## config.mk

```make
export PLATFORM = sky130hd
export DESIGN_NAME = red_pitaya_pfd_unwrap
export DESIGN_NICKNAME = d
export VERILOG_FILES = /design/src/rtl/red_pitaya_pfd_unwrap.sv
export SDC_FILE = /design/constraint.sdc
export NUM_CORES = 1
export LEC_CHECK = 0
export BUFFER_PORTS_ARGS = -buffer_cell sky130_fd_sc_hd__buf_2
export CAP_MARGIN = 5
export CORE_ASPECT_RATIO = 1.4
export CORE_MARGIN = 1
export CORE_UTILIZATION = 30
export CTS_BUF_LIST = sky130_fd_sc_hd__clkbuf_2
export DETAILED_ROUTE_END_ITERATION = 10
export REMOVE_ABC_BUFFERS = 1
export SETUP_SLACK_MARGIN = 0.3
export SYNTH_ARGS = -nofsm -noshare
export SYNTH_HDL_FRONTEND = slang
export SYNTH_SLANG_ARGS = --single-unit
export TNS_END_PERCENT = 1
```

## constraint.sdc

```tcl
create_clock -name clk_i -period 2.8 [get_ports clk_i]
set_input_delay 0.42 -clock clk_i [delete_from_list [all_inputs] [get_ports clk_i]]
set_output_delay 0.42 -clock clk_i [all_outputs]
set_load 0.05 [all_outputs]
```

## src/rtl/red_pitaya_pfd_unwrap.sv

```systemverilog
// Quadrant-code phase unwrapper: debounces the 2-bit quadrant from the I/Q
// detector and integrates +/-1 steps into a saturating signed accumulator.
module red_pitaya_pfd_unwrap #(
   parameter int OUTBITS  = 14,
   parameter int ISR      = 0,
   parameter int DEBOUNCE = 1
)(
   input  logic                      clk_i,
   input  logic                      rst_i,
   input  logic [1:0]                quadrant_i,
   input  logic                      clear_i,
   output logic signed [OUTBITS-1:0] integral_o,
   output logic                      sat_o,
   output logic                      skip_o,
   output logic [15:0]               skip_cnt_o
);

   localparam int AW = OUTBITS + ISR;
   localparam int CW = (DEBOUNCE < 1) ? 1 : $clog2(DEBOUNCE + 1);
   localparam logic [CW-1:0]        DB_MAX  = CW'(DEBOUNCE);
   localparam logic [CW-1:0]        CNT_ONE = CW'(1);
   localparam logic signed [AW-1:0] ACC_ONE = AW'(1);
   localparam logic signed [AW-1:0] ACC_MAX = {1'b0, {(AW-1){1'b1}}};
   localparam logic signed [AW-1:0] ACC_MIN = {1'b1, {(AW-1){1'b0}}};

   function automatic logic signed [AW-1:0] sat_step(input logic signed [AW-1:0] a,
                                                     input logic [1:0]          d);
      sat_step = a;
      if (d == 2'd1 && a != ACC_MAX)
         sat_step = a + ACC_ONE;
      else if (d == 2'd3 && a != ACC_MIN)
         sat_step = a - ACC_ONE;
   endfunction

   function automatic logic at_rail(input logic signed [AW-1:0] a);
      return (a == ACC_MAX) || (a == ACC_MIN);
   endfunction

   function automatic logic [15:0] sat_inc16(input logic [15:0] c);
      return (c == 16'hFFFF) ? c : c + 16'd1;
   endfunction

   logic [1:0]        cand_q;
   logic [CW-1:0]     cnt_q;
   logic [1:0]        stable_q;
   logic              primed_q;
   logic signed [AW-1:0] acc_p0;
   logic              sat_p0;
   logic              skip_p0;
   logic [15:0]       skip_cnt_p0;

   logic [CW-1:0]     cnt_nxt;
   logic              accept;
   logic              step_en;
   logic              amb;
   logic [1:0]        dq;
   logic signed [AW-1:0] acc_nxt;
   logic [15:0]       skip_cnt_nxt;

   always_comb begin
      cnt_nxt = cnt_q;
      if (quadrant_i != cand_q)
         cnt_nxt = '0;
      else if (cnt_q != DB_MAX)
         cnt_nxt = cnt_q + CNT_ONE;
      // when the count reaches DEBOUNCE the current sample is the accepted code
      accept  = (cnt_nxt == DB_MAX) && (!primed_q || quadrant_i != stable_q);
      step_en = accept && primed_q;
      dq      = quadrant_i - stable_q;
      amb     = step_en && (dq == 2'd2);
      acc_nxt = step_en ? sat_step(acc_p0, dq) : acc_p0;
      skip_cnt_nxt = amb ? sat_inc16(skip_cnt_p0) : skip_cnt_p0;
      if (clear_i) begin
         acc_nxt      = '0;
         skip_cnt_nxt = '0;
      end
   end

   // stage p0: debounce state, accumulator and registered flags
   always_ff @(posedge clk_i) begin
      if (rst_i) begin
         cand_q      <= '0;
         cnt_q       <= '0;
         stable_q    <= '0;
         primed_q    <= 1'b0;
         acc_p0      <= '0;
         sat_p0      <= 1'b0;
         skip_p0     <= 1'b0;
         skip_cnt_p0 <= '0;
      end else begin
         cand_q      <= quadrant_i;
         cnt_q       <= cnt_nxt;
         if (accept) begin
            stable_q <= quadrant_i;
            primed_q <= 1'b1;
         end
         acc_p0      <= acc_nxt;
         sat_p0      <= at_rail(acc_nxt);
         skip_p0     <= amb;
         skip_cnt_p0 <= skip_cnt_nxt;
      end
   end

   assign integral_o = acc_p0[AW-1:ISR];
   assign sat_o      = sat_p0;
   assign skip_o     = skip_p0;
   assign skip_cnt_o = skip_cnt_p0;

endmodule
```

; ---- Word-level counts from Yosys, hierarchy flattened
; Index checks and enable logic that the tools add are counted.
[word_totals]
elab_cells = 40
out_inout_bits = 32
input_bits = 5
reg_bits = 38
[op_classes]
n_eq_ne = 10
reduce_logical = 10
add_sub_neg = 5
bitwise_logic = 1
mux = 6
[ops]
columns = op, count
row1 = two-way mux 14 bit, 4
row2 = == test 14 bit (second input constant), 2
row3 = != test 14 bit (second input constant), 2
row4 = adder 16 x 1 -> 16 bit (second input constant), 1
row5 = == test 16 bit (second input constant), 1
row6 = adder 14 x 2 -> 14 bit (second input constant), 1
row7 = subtractor 14 x 2 -> 14 bit (second input constant), 1
row8 = logical AND 1 bit, 5
row9 = == test 2 bit (second input constant), 2
row10 = != test 2 bit, 2
row11 = == test 2 x 1 -> 1 bit (second input constant), 1
row12 = logical OR 1 bit, 2
row13 = two-way mux 1 bit, 2
row14 = AND reduction 2 bit, 1
row15 = OR reduction 2 bit, 1
row16 = subtractor 2 bit, 1
row17 = adder 1 bit (second input constant), 1
row18 = zero test 1 bit, 1
row19 = inverter 1 bit, 1

; ---- Logic depth before layout (Yosys ltp)
; Gate-level depths: netlist of run 1.
[depth]
depth_word = 9
depth_mapped = 13
mapped_depth_nobuf = 11

; ---- Least setup slack after synthesis of run 1
; Ideal clock, no wire load.
[synth_path]
kind = register -> register
start = reg acc_p0[0] (netlist: integral_o[0])
end = reg sat_p0 (netlist: sat_o)
synth_period_minus_slack_ns = 3.069
arrival_time_ns = 3.000
setup_ns = 0.069
required_ns = 2.731
path_slack_ns = -0.269
stages_incl_launch_ff = 11
cell_sequence = dfxtp_1 ha_1 nand2_1 nor4b_4 a21oi_2 or3_1 a21boi_4 mux2i_4 nand2_1 or3_1 o21ai_1
[synth_between]
elab_chain_len = 8
elab_cells_between_ends = 13
cone_classes = add/sub (2) / eq/ne (4) / mux (4) / reduce/logical (3)
[synth_lines]
columns = item, line_no
row1 = "start, declared", 47  ; logic signed [AW-1:0] acc_p0;
row2 = "start signal, assigned", 97  ; acc_p0 <= acc_nxt;
row3 = "parallel branches: the longest is 4 deep, another holds subtractor 14 x 2 -> 14 bit", --
row4 = two-way mux 14 bit *, 71  ; acc_nxt = step_en ? sat_step(acc_p0, dq) : acc_p0;
row5 = two-way mux 14 bit *, 73  ; if (clear_i) begin
row6 = == test 14 bit, 36  ; return (a == ACC_MAX) || (a == ACC_MIN);
row7 = logical OR 1 bit *, 36
row8 = "end signal, assigned", 98  ; sat_p0 <= at_rail(acc_nxt);
row9 = "end, declared", 48  ; logic sat_p0;
; Mark *: on every way between the ends.
; A chain may end at the register's enable or synchronous reset.

; ---- Worst setup path in the final report of run 1
; Same ends and word-level chain as after synthesis.

==> summary.md, run 1 <==
| Metric | Value |
|---|---|
| Unrepaired setup endpoints after global routing | true |
| Largest net degree at the start of global routing | 20 |
| Core area | 0.00703 mm2 |
| Hold Crit Class | in2reg |
| CP required | 3.14 ns |
| Final Cycle Share | 96.9% |
| Yosys reg bits | 37 |
| F_max | 0.368 GHz |
| Avg Vias per Cell | 4.98 |
| Final setup vio count | 0 |
| Crit end category | register |
| Yosys top cell area share | 33.7% |
| Outcome | finished clean |
| CTS tree | yes |
| Worst IR Drop VDD | 371 uV |
| Initial antenna violation count | 0 |
| CTS sink cnt | 37 |
| Final Util | 43.4% |
| Final Slew Violations | 0 |
| Most frequent cells in the layout | buf_4, nor2_1, buf_2 |
| WP data arrival | 3.05 ns |
| Max Clock Skew | 0.0226 ns |
| Sequential fraction of the synthesis area | 33.7% |
| Number of buffers created by CTS | 5 |
| Cell accounting for the most synthesized area | dfxtp_1 |
| Placer Congestion | 0.861 |
| Clk buf depth | 2 |
| CP max stage delay | 0.42 ns |
| Syn Inst Count | 261 |
| WL per Instance | 13.8 um |
| Die Wd | 74.3 um |
| Hold Buf Count CTS | 0 |
| Design area | 0.00305 mm2 |
| First-pass GRT wire length | 10.2 mm |
| DR DRC count | 0 |
| Netlist cell types | 56 |
| Async SR Flop Fraction | 0% |
| Top cell by count, worst path | buf_4 |
| Number of global-route vias before repair | 2181 |
| Placed cell areas | 0.00277 mm2 |
| Hold Crit Depth | 2 |
| DRT iter0 DRCs | 175 |
| Post-synth EDFFs | 0 |
| Worst rel slew slack | 69.1% |
| Share of layout cells above drive strength 1 | 37.1% |
| Commonest non-fill, non-tap cell in the layout | buf_4 |
| Mapped Area | 0.00220 mm2 |
| Die Ht | 103 um |
| Num rows | 36 |
| Total GRT Usage | 17.2% |
| Total gr overflow | 0 |
| Pin slew with the least headroom to its limit | 0.460 ns |
| Mean post-synth cell area | 8.42 um2 |
| Die area | 0.00767 mm2 |
| HPWL Detailed | 4.64 mm |
| Layout Nets | 361 |
| Max-Cap Viols | 0 |
| Worst path slowest cell | dfxtp_4 |
| Post-synth top flop | dfxtp_1 |
| Wirelength, routed | 6.20 mm |
| Yosys Warn Count | 0 |
| DR pass1 iterations | 4 |
| Startpoint types | register |
| Post-layout minimum cycle time | 2.71 ns |
| Reg2Reg Depth | 14 |
| Skew-Pair Late Insertion Delay | 0.39 ns |
| Synth area leaders | dfxtp_1, nor2_1, xor2_1 |
| Initial Utilization | 31.3% |
| Leakage power | 0.00129 uW |
| Syn-to-layout area delta | 38.9% |
| Pwr dens | 345 mW/mm2 |
| Htree depth | 2 |
| Via count | 2233 |
| Post-DRT Antenna Nets | 0 |
| Max FO, Critical Path | 5 |
| Clock Pin Slew Worst Setup and Hold Paths | 0.20 ns |
| Antenna diodes | 0 |
| Hold Vio Cnt, Final | 0 |
| CTS Root Cell | clkbuf_2 |
| Crit path cell chain | buf_4 > inv_1 > ha_1 > nor3b_2 > buf_4 > buf_12 > a31oi_4 > o21a_1 > buf_6 > a21boi_4 > mux2i_4 > nand2_1 > or3_1 > o21ai_1 |
| # IOs | 37 |
| IO buf count | 36 |
| WS Path Type | reg2reg |
per-stage QoR:
stage / setup slack, ns / total power [uW] / hold WS (ns) / TNS (ns) / std cells
6_report: 0.0860 / 1050 / 0.341 / 0 / 448
5_1_grt: -0.0515 / 1100 / 0.320 / -0.0515 / 448
4_1_cts: 0.0717 / 1050 / 0.328 / 0 / 445
3_5_place_dp: -0.175 / 710 / 0.490 / -0.175 / 428
3_3_place_gp: -0.114 / 709 / 0.478 / -0.114 / 428
2_1_floorplan: -0.269 / 644 / 0.464 / -0.269 / 251
Yosys cell counts (3+ instances only):
cell       n
a21o_1     3
mux2i_1    3
xor2_1    14
nand3_1   14
or3_1      5
clkbuf_1   5
a31oi_1    3
nand2_1   20
a21oi_1    5
inv_1      7
dfxtp_1   37
buf_6      4
and3_1     7
o21ai_0    7
nor4_1     7
a22oi_1    3
nor2_1    45
nor3_1     5
nand4_1    5
and2_1     4
ha_1       4
xnor2_1   11
where the power goes:
group / switching [uW] / leakage (uW) / total, uW / internal (uW)
clock: 179 / 0.0000366 / 327 / 148
combinational: 98.3 / 0.000949 / 187 / 88.4
sequential: 5.95 / 0.000303 / 538 / 532
total: 284 / 0.00129 / 1050 / 768
state kept, by name, indices dropped and copies added, names as in the netlist:
register    count
skip_cnt_o     16
integral_o     14
cand_q          2
stable_q        2
sat_o           1
primed_q        1
skip_o          1
final timing paths:
path / endpoint / slack, ns / start
worst min-delay path: cand_q[0] / 0.34 / rst_i
worst max-delay path: sat_o / 0.09 / integral_o[0]
worst max register to register: sat_o / 0.09 / integral_o[0]
worst min register to register: stable_q[1] / 0.50 / cand_q[1]
repair_timing:
item	in CTS	in global routing
endpoints found under the hold margin	0	0
setup buffers	9	3
setup endpoints to repair	1	4
resized for setup	13	16
pin swaps	6	14
worst max-delay path, delay by kind of cell, from the launching register on:
family                   cells  cell delay (ns)
adder cells (fa/ha/maj)      1             0.20
AO/OA/AOI/OAI                4             0.68
multiplexers                 1             0.24
AND/OR/NAND/NOR              3             0.59
flip-flops                   1             0.42
buffers and inverters        5             0.55
logic make-up (layout without fill, tap and decap cells):
family          count (synthesis)  count (layout)  synth area share, %
mux                             4               4                 2.39
compound gates                 40              40                 13.4
buf+inv                        17             109                 4.33
xor+xnor                       27              27                 11.8
fa+ha+maj                       4               4                 2.28
flops                          37              37                 33.7
simple gates                  132             132                 32.1
area by class of cell:
type / instances / area (um2)
sequential: 37 / 753
clock inverter: 3 / 41.3
inverter: 7 / 26.3
fill: 741 / 3980
timing repair buffer: 94 / 639
multi-input combinational: 207 / 1450
clock buffer: 5 / 25.0
tap: 95 / 119
layer usage:
layer  routed length, um  GRT usage, %
met1                2450          20.0
met2                3110          28.8
met3                 354          3.29
met4                 283          10.6
met5                   0             0
(Power assumes the default switching activity.)
==> inputs of run 2 (changes only) <==
--- a/config.mk
+++ b/config.mk
@@ -9,9 +9,10 @@
 export CAP_MARGIN = 5
 export CORE_ASPECT_RATIO = 1.4
 export CORE_MARGIN = 1
-export CORE_UTILIZATION = 30
+export CORE_UTILIZATION = 52
 export CTS_BUF_LIST = sky130_fd_sc_hd__clkbuf_2
 export DETAILED_ROUTE_END_ITERATION = 10
+export PLACE_DENSITY = 0.78
 export REMOVE_ABC_BUFFERS = 1
 export SETUP_SLACK_MARGIN = 0.3
 export SYNTH_ARGS = -nofsm -noshare
==> summary.md, run 2 (synthesized netlist as in run 1, its figures left out) <==
| Metric | Value |
|---|---|
| Hold Vio Cnt, Final | 0 (unchanged) |
| Layout Nets | 348 (-3.6%) |
| Max reg flops | 16 (unchanged) |
| Core area | 0.00399 mm2 (-43%) |
| Tot Pwr | 1150 uW (+9.5%) |
| Setup slack after layout | 0.0584 ns (-0.0276 ns) |
| Failing checks | design-rule violations |
| Final Cycle Share | 97.9% (+0.99 points) |
| Placed instance count | 365 (-15%) |
| Max Clock Skew | 0.0266 ns (+0.00395 ns) |
| Post-layout minimum cycle time | 2.74 ns (+0.0276 ns) |
| Crit end category | register |
| Via count | 2323 (+4.0%) |
| DRT iter0 DRCs | 169 (-3.4%) |
| Largest net degree at the start of global routing | 25 (+25%) |
| Wirelength, routed | 6.39 mm (+3.0%) |
| CP required | 3.14 ns (about the same) |
| Skew-Pair Late Insertion Delay | 0.41 ns (+0.02 ns) |
| Htree depth | 2 (unchanged) |
| Outcome | finished with violations |
| Placer Congestion | 1.01 (+17%) |
| Startpoint types | register |
| Die Ht | 78.9 um (-24%) |
| Crit path cell chain | or4_4 > nor3b_4 > buf_4 > nand2_1 > and3b_1 > o21ai_2 > xor2_1 > o2111ai_1 > or3_4 > o21ai_2 |
| WL per Instance | 16.7 um (+20%) |
| DR DRC count | 2 (+2) |
| Worst IR Drop VDD | 417 uV (+12%) |
| WP data arrival | 3.08 ns (+0.03 ns) |
| Number of buffers created by CTS | 5 (unchanged) |
| Top cell by count, worst path | o21ai_2 |
| Die area | 0.00449 mm2 (-41%) |
| Hold Buf Count CTS | 0 (unchanged) |
| Setup WS pre-CTS | -0.0665 ns (+0.108 ns) |
| Worst path slowest cell | or4_4 |
| CP max stage delay | 0.56 ns (+0.14 ns) |
| Most frequent cells in the layout | nor2_1, buf_4, buf_2 |
| Initial Utilization | 55.1% (+24 points) |
| Commonest non-fill, non-tap cell in the layout | nor2_1 |
| Max-Cap Viols | 0 (unchanged) |
| CTS sink cnt | 37 (unchanged) |
| Worst rel slew slack | 68.7% (-0.32 points) |
| F_max | 0.365 GHz (-1.0%) |
| Share of layout cells above drive strength 1 | 37.1% (-0.052 points) |
| Initial antenna violation count | 0 (unchanged) |
| Fillers | 302 (-59%) |
| Die Wd | 56.9 um (-23%) |
| Total gr overflow | 0 (unchanged) |
| DR pass1 iterations | 8 (+4) |
| Syn-to-layout area delta | 33.7% |
| Antenna diodes | 0 (unchanged) |
| Final setup vio count | 0 (unchanged) |
| Avg Vias per Cell | 6.07 (+22%) |
| Max FO, Critical Path | 3 (-2) |
| Pin slew with the least headroom to its limit | 0.469 ns (+0.00903 ns) |
| Total GRT Usage | 30.2% (+13 points) |
| First-pass GRT wire length | 10.6 mm (+3.7%) |
| CTS tree | yes |
| Unrepaired setup endpoints after global routing | true |
| Hold Crit Class | in2reg |
| Post-DRT Antenna Nets | 0 (unchanged) |
| Final Slew Violations | 0 (unchanged) |
| WS Path Type | reg2reg |
| # IOs | 37 (unchanged) |
| Number of global-route vias before repair | 2215 (+1.6%) |
| CTS Root Cell | clkbuf_2 |
| Layout Cells excl Fill | 383 (-15%) |
| Clk buf depth | 2 (unchanged) |
| Clock Pin Slew Worst Setup and Hold Paths | 0.22 ns (+0.02 ns) |
| Leakage power | 0.00125 uW (-3.3%) |
| IO buf count | 36 (unchanged) |
| Num rows | 27 (-25%) |
| HPWL Detailed | 4.38 mm (-5.5%) |
| Worst path buffer plus inverter count | 1 (-4) |
| Pwr dens | 392 mW/mm2 (+14%) |
| CP top delay family | simple AND/OR/NAND/NOR gates |
[run 2: metrics by stage]
step           hold slack, ns  instance area, um2  setup TNS, ns  utilization [%]
3_5_place_dp            0.491                2640        -0.0665             66.2
2_1_floorplan           0.464                2130         -0.269                -
4_1_cts                 0.236                2890              0             72.4
3_3_place_gp            0.483                2640       -0.00925             66.2
5_1_grt                 0.255                2940        -0.0406             73.7
6_report                0.245                2940              0             73.7
[run 2: power by group]
part / switching (uW) / internal [uW]
combinational: 100 / 88.1
sequential: 6.86 / 532
clock: 186 / 239
[run 2: path summary, 6_finish.rpt]
check / from / to / slack (ns) / depth (start not counted)
min reg2reg: stable_q[1] / stable_q[1] / 0.51 / 2
max: integral_o[8] / sat_o / 0.06 / 10
max reg2reg: integral_o[8] / sat_o / 0.06 / 10
min: quadrant_i[0] / cand_q[0] / 0.24 / 3
[run 2: worst min-delay path, cell delays in order]
cell and delay (ns):
buf_2 0.10, inv_1 0.07, nor2_1 0.05
[run 2: per-layer routing]
metal / share of wire, % / wire length [um] / track usage [%]
met5: 0 / 0 / 0
met4: 4.6 / 297 / 16.3
met3: 5.6 / 359 / 4.40
met2: 51 / 3290 / 53.3
met1: 38 / 2450 / 34.5
[run 2: final cells by class]
type / instances / area, um2 / share of cell area (%)
Clock inverter: 3 / 65.1 / 2.21
Timing Repair Buffer: 81 / 534 / 18.2
Tap cell: 43 / 53.8 / 1.83
Sequential cell: 37 / 752 / 25.6
Multi-Input combinational cell: 207 / 1480 / 50.4
Clock buffer: 5 / 25.0 / 0.852
Inverter: 7 / 26.3 / 0.894
[run 2: timing repair]
action,4_1_cts,5_1_grt
pin swaps,10,7
setup endpoints to repair,1,9
resized for setup,27,7
buffers inserted,7,3
==> inputs of run 3 (changes only) <==
--- a/config.mk
+++ b/config.mk
@@ -14,7 +14,7 @@
 export DETAILED_ROUTE_END_ITERATION = 10
 export PLACE_DENSITY = 0.78
 export REMOVE_ABC_BUFFERS = 1
-export SETUP_SLACK_MARGIN = 0.3
+export SETUP_SLACK_MARGIN = 0.02
 export SYNTH_ARGS = -nofsm -noshare
 export SYNTH_HDL_FRONTEND = slang
 export SYNTH_SLANG_ARGS = --single-unit
==> summary.md, run 3 (synthesized netlist as in run 1, its figures left out) <==
| Metric | Value |
|---|---|
| Outcome | finished with violations |
| Failing checks | design-rule violations |
| WS Path Type | reg2reg |
| Int Power | 858 uW (-0.13%) |
| Initial Utilization | 55.1% (unchanged) |
| Initial antenna violation count | 0 (unchanged) |
| Avg Vias per Cell | 5.98 (-1.4%) |
| Die Ht | 78.9 um (unchanged) |
| Die area | 0.00449 mm2 (unchanged) |
| Worst path buffer plus inverter count | 0 (-1) |
| Design area | 0.00285 mm2 (-3.0%) |
| NetSw | 293 uW (+0.10%) |
| DR pass1 iterations | 7 (-1) |
| CTS Root Cell | clkbuf_2 |
| Final setup vio count | 0 (unchanged) |
| Clock power frac | 37.1% (+0.2 points) |
| Num rows | 27 (unchanged) |
| First-pass GRT wire length | 9.74 mm (-7.7%) |
| Number of global-route vias before repair | 2140 (-3.4%) |
| Skew-Pair Late Insertion Delay | 0.42 ns (about the same) |
| Hold Crit Class | in2reg |
| Max-Cap Viols | 0 (unchanged) |
| Worst IR Drop VDD | 419 uV (+0.55%) |
| Post-DRT Antenna Nets | 0 (unchanged) |
| WP data arrival | 3.07 ns (about the same) |
| Largest net degree at the start of global routing | 25 (unchanged) |
| Worst hold slack | 0.235 ns (-0.00972 ns) |
| Final Slew Violations | 0 (unchanged) |
| Setup TNS | 0 ns (unchanged) |
| Leakage power | 0.00120 uW (-3.6%) |
| Reg area | 748 um2 (-0.50%) |
| Pin slew with the least headroom to its limit | 0.460 ns (-0.00909 ns) |
| Comb power frac | 16.0% (-0.3 points) |
| Layout Cells excl Fill | 377 (-1.6%) |
| HPWL Detailed | 4.38 mm (unchanged) |
| Crit path cell chain | nand4_1 > nor2_1 > a21oi_4 > or3_4 > a21boi_4 > mux2i_4 > nand2_1 > or3_4 > o21ai_2 |
| Share of layout cells above drive strength 1 | 33.8% (-3.2 points) |
| WL per Instance | 16.3 um (-2.5%) |
| Core area | 0.00399 mm2 (unchanged) |
| CTS sink cnt | 37 (unchanged) |
| Most frequent cells in the layout | nor2_1, buf_4, buf_2 |
| IO buf count | 36 (unchanged) |
| Placed instance count | 365 (unchanged) |
| Top cell by count, worst path | or3_4 |
| Antenna diodes | 0 (unchanged) |
| CP top delay family | simple AND/OR/NAND/NOR gates |
| Worst rel slew slack | 69.3% (+0.61 points) |
| Final Util | 71.5% (-2.2 points) |
| Multi-input combinational cell area | 0.00145 mm2 (-2.4%) |
| Fillers | 330 (+9.3%) |
| Commonest non-fill, non-tap cell in the layout | nor2_1 |
| Die Wd | 56.9 um (unchanged) |
| Unrepaired setup endpoints after global routing | true |
| Switching Fraction | 25.5% (+0.045 points) |
| Placer Congestion | 1.01 (unchanged) |
| Wirelength, routed | 6.13 mm (-4.0%) |
| Htree depth | 2 (unchanged) |
| Max FO, Critical Path | 7 (+4) |
| Final Cycle Share | 97.4% (-0.51 points) |
| Max reg flops | 16 (unchanged) |
| Number of buffers created by CTS | 5 (unchanged) |
| Placed cell areas | 0.00264 mm2 (unchanged) |
| Hold Vio Cnt, Final | 0 (unchanged) |
| Max Clock Skew | 0.0326 ns (+0.00603 ns) |
| Post-layout minimum cycle time | 2.73 ns (-0.0142 ns) |
| CP required | 3.14 ns (about the same) |
| DR DRC count | 2 (unchanged) |
| # IOs | 37 (unchanged) |
| Clock Pin Slew Worst Setup and Hold Paths | 0.23 ns (about the same) |
| CP max stage delay | 0.53 ns (-0.03 ns) |
| Clk buf depth | 2 (unchanged) |
| CTS tree | yes |
| Startpoint types | register |
| Layout Nets | 342 (-1.7%) |
| Reg power frac | 46.9% (about the same) |
| Worst path slowest cell | dfxtp_1 |
| Hold Buf Count CTS | 0 (unchanged) |
| Crit end category | register |
| Pwr dens | 404 mW/mm2 (+3.0%) |
| Total GRT Usage | 27.8% (-2.4 points) |
| Total gr overflow | 0 (unchanged) |
| Syn-to-layout area delta | 29.7% |
| F_max | 0.367 GHz (+0.52%) |
| Via count | 2254 (-3.0%) |
| DRT iter0 DRCs | 157 (-7.1%) |
run 3: cell count changes in the layout (fill, tap and decap cells not counted), sizes merged:
cell  delta
buf      -6
run 3: area by class of cell:
| cell class | count | area share (%) |
|---|---|---|
| clock buffer | 5 | 0.878 |
| clock inverter | 3 | 2.28 |
| inverter | 7 | 0.922 |
| multi-input combinational | 207 | 50.7 |
| sequential | 37 | 26.3 |
| tap | 43 | 1.89 |
| timing repair buffer | 75 | 17.0 |
run 3: per-stage QoR:
step | power [uW] | worst slack (ns)
final | 1150 | 0.0726
after global routing | 1190 | -0.101
after CTS | 1130 | 0.0225
after detailed placement | 708 | -0.0665
after global placement | 706 | -0.00925
after floorplan | 644 | -0.269
run 3: power groups by stage:
stage	clock network, uW	registers (uW)	logic, uW
final	427	540	185
after global routing	449	541	199
after CTS	429	540	159
after detailed placement	0	551	157
after global placement	0	550	156
after floorplan	0	556	87.2
run 3: worst paths after layout:
check	slack, ns	to	start	depth (start not counted)
hold / removal	0.23	cand_q[0]	quadrant_i[0]	3
hold reg to reg	0.51	stable_q[1]	cand_q[1]	2
setup reg to reg	0.07	sat_o	integral_o[5]	9
setup / recovery	0.07	sat_o	integral_o[5]	9
run 3: per-layer routing:
metal | vias up | global-route usage [%] | part of all wire [%]
li1 | 1070 | - | -
met1 | 1065 | 31.6 | 39
met2 | 96 | 47.5 | 51
met3 | 23 | 4.40 | 5.6
met4 | 0 | 18.0 | 4.2
met5 | - | 0 | 0
run 3: what timing repair did:
| action | CTS | global route |
|---|---|---|
| buffers inserted | 0 | 4 |
| pin swaps | 0 | 7 |
| setup endpoints to repair | 1 | 1 |
| resized for setup | 1 | 21 |
run 3: tightest hold or removal path: stages:
cell and delay (ns):
buf_2 0.10, inv_1 0.07, nor2_1 0.05
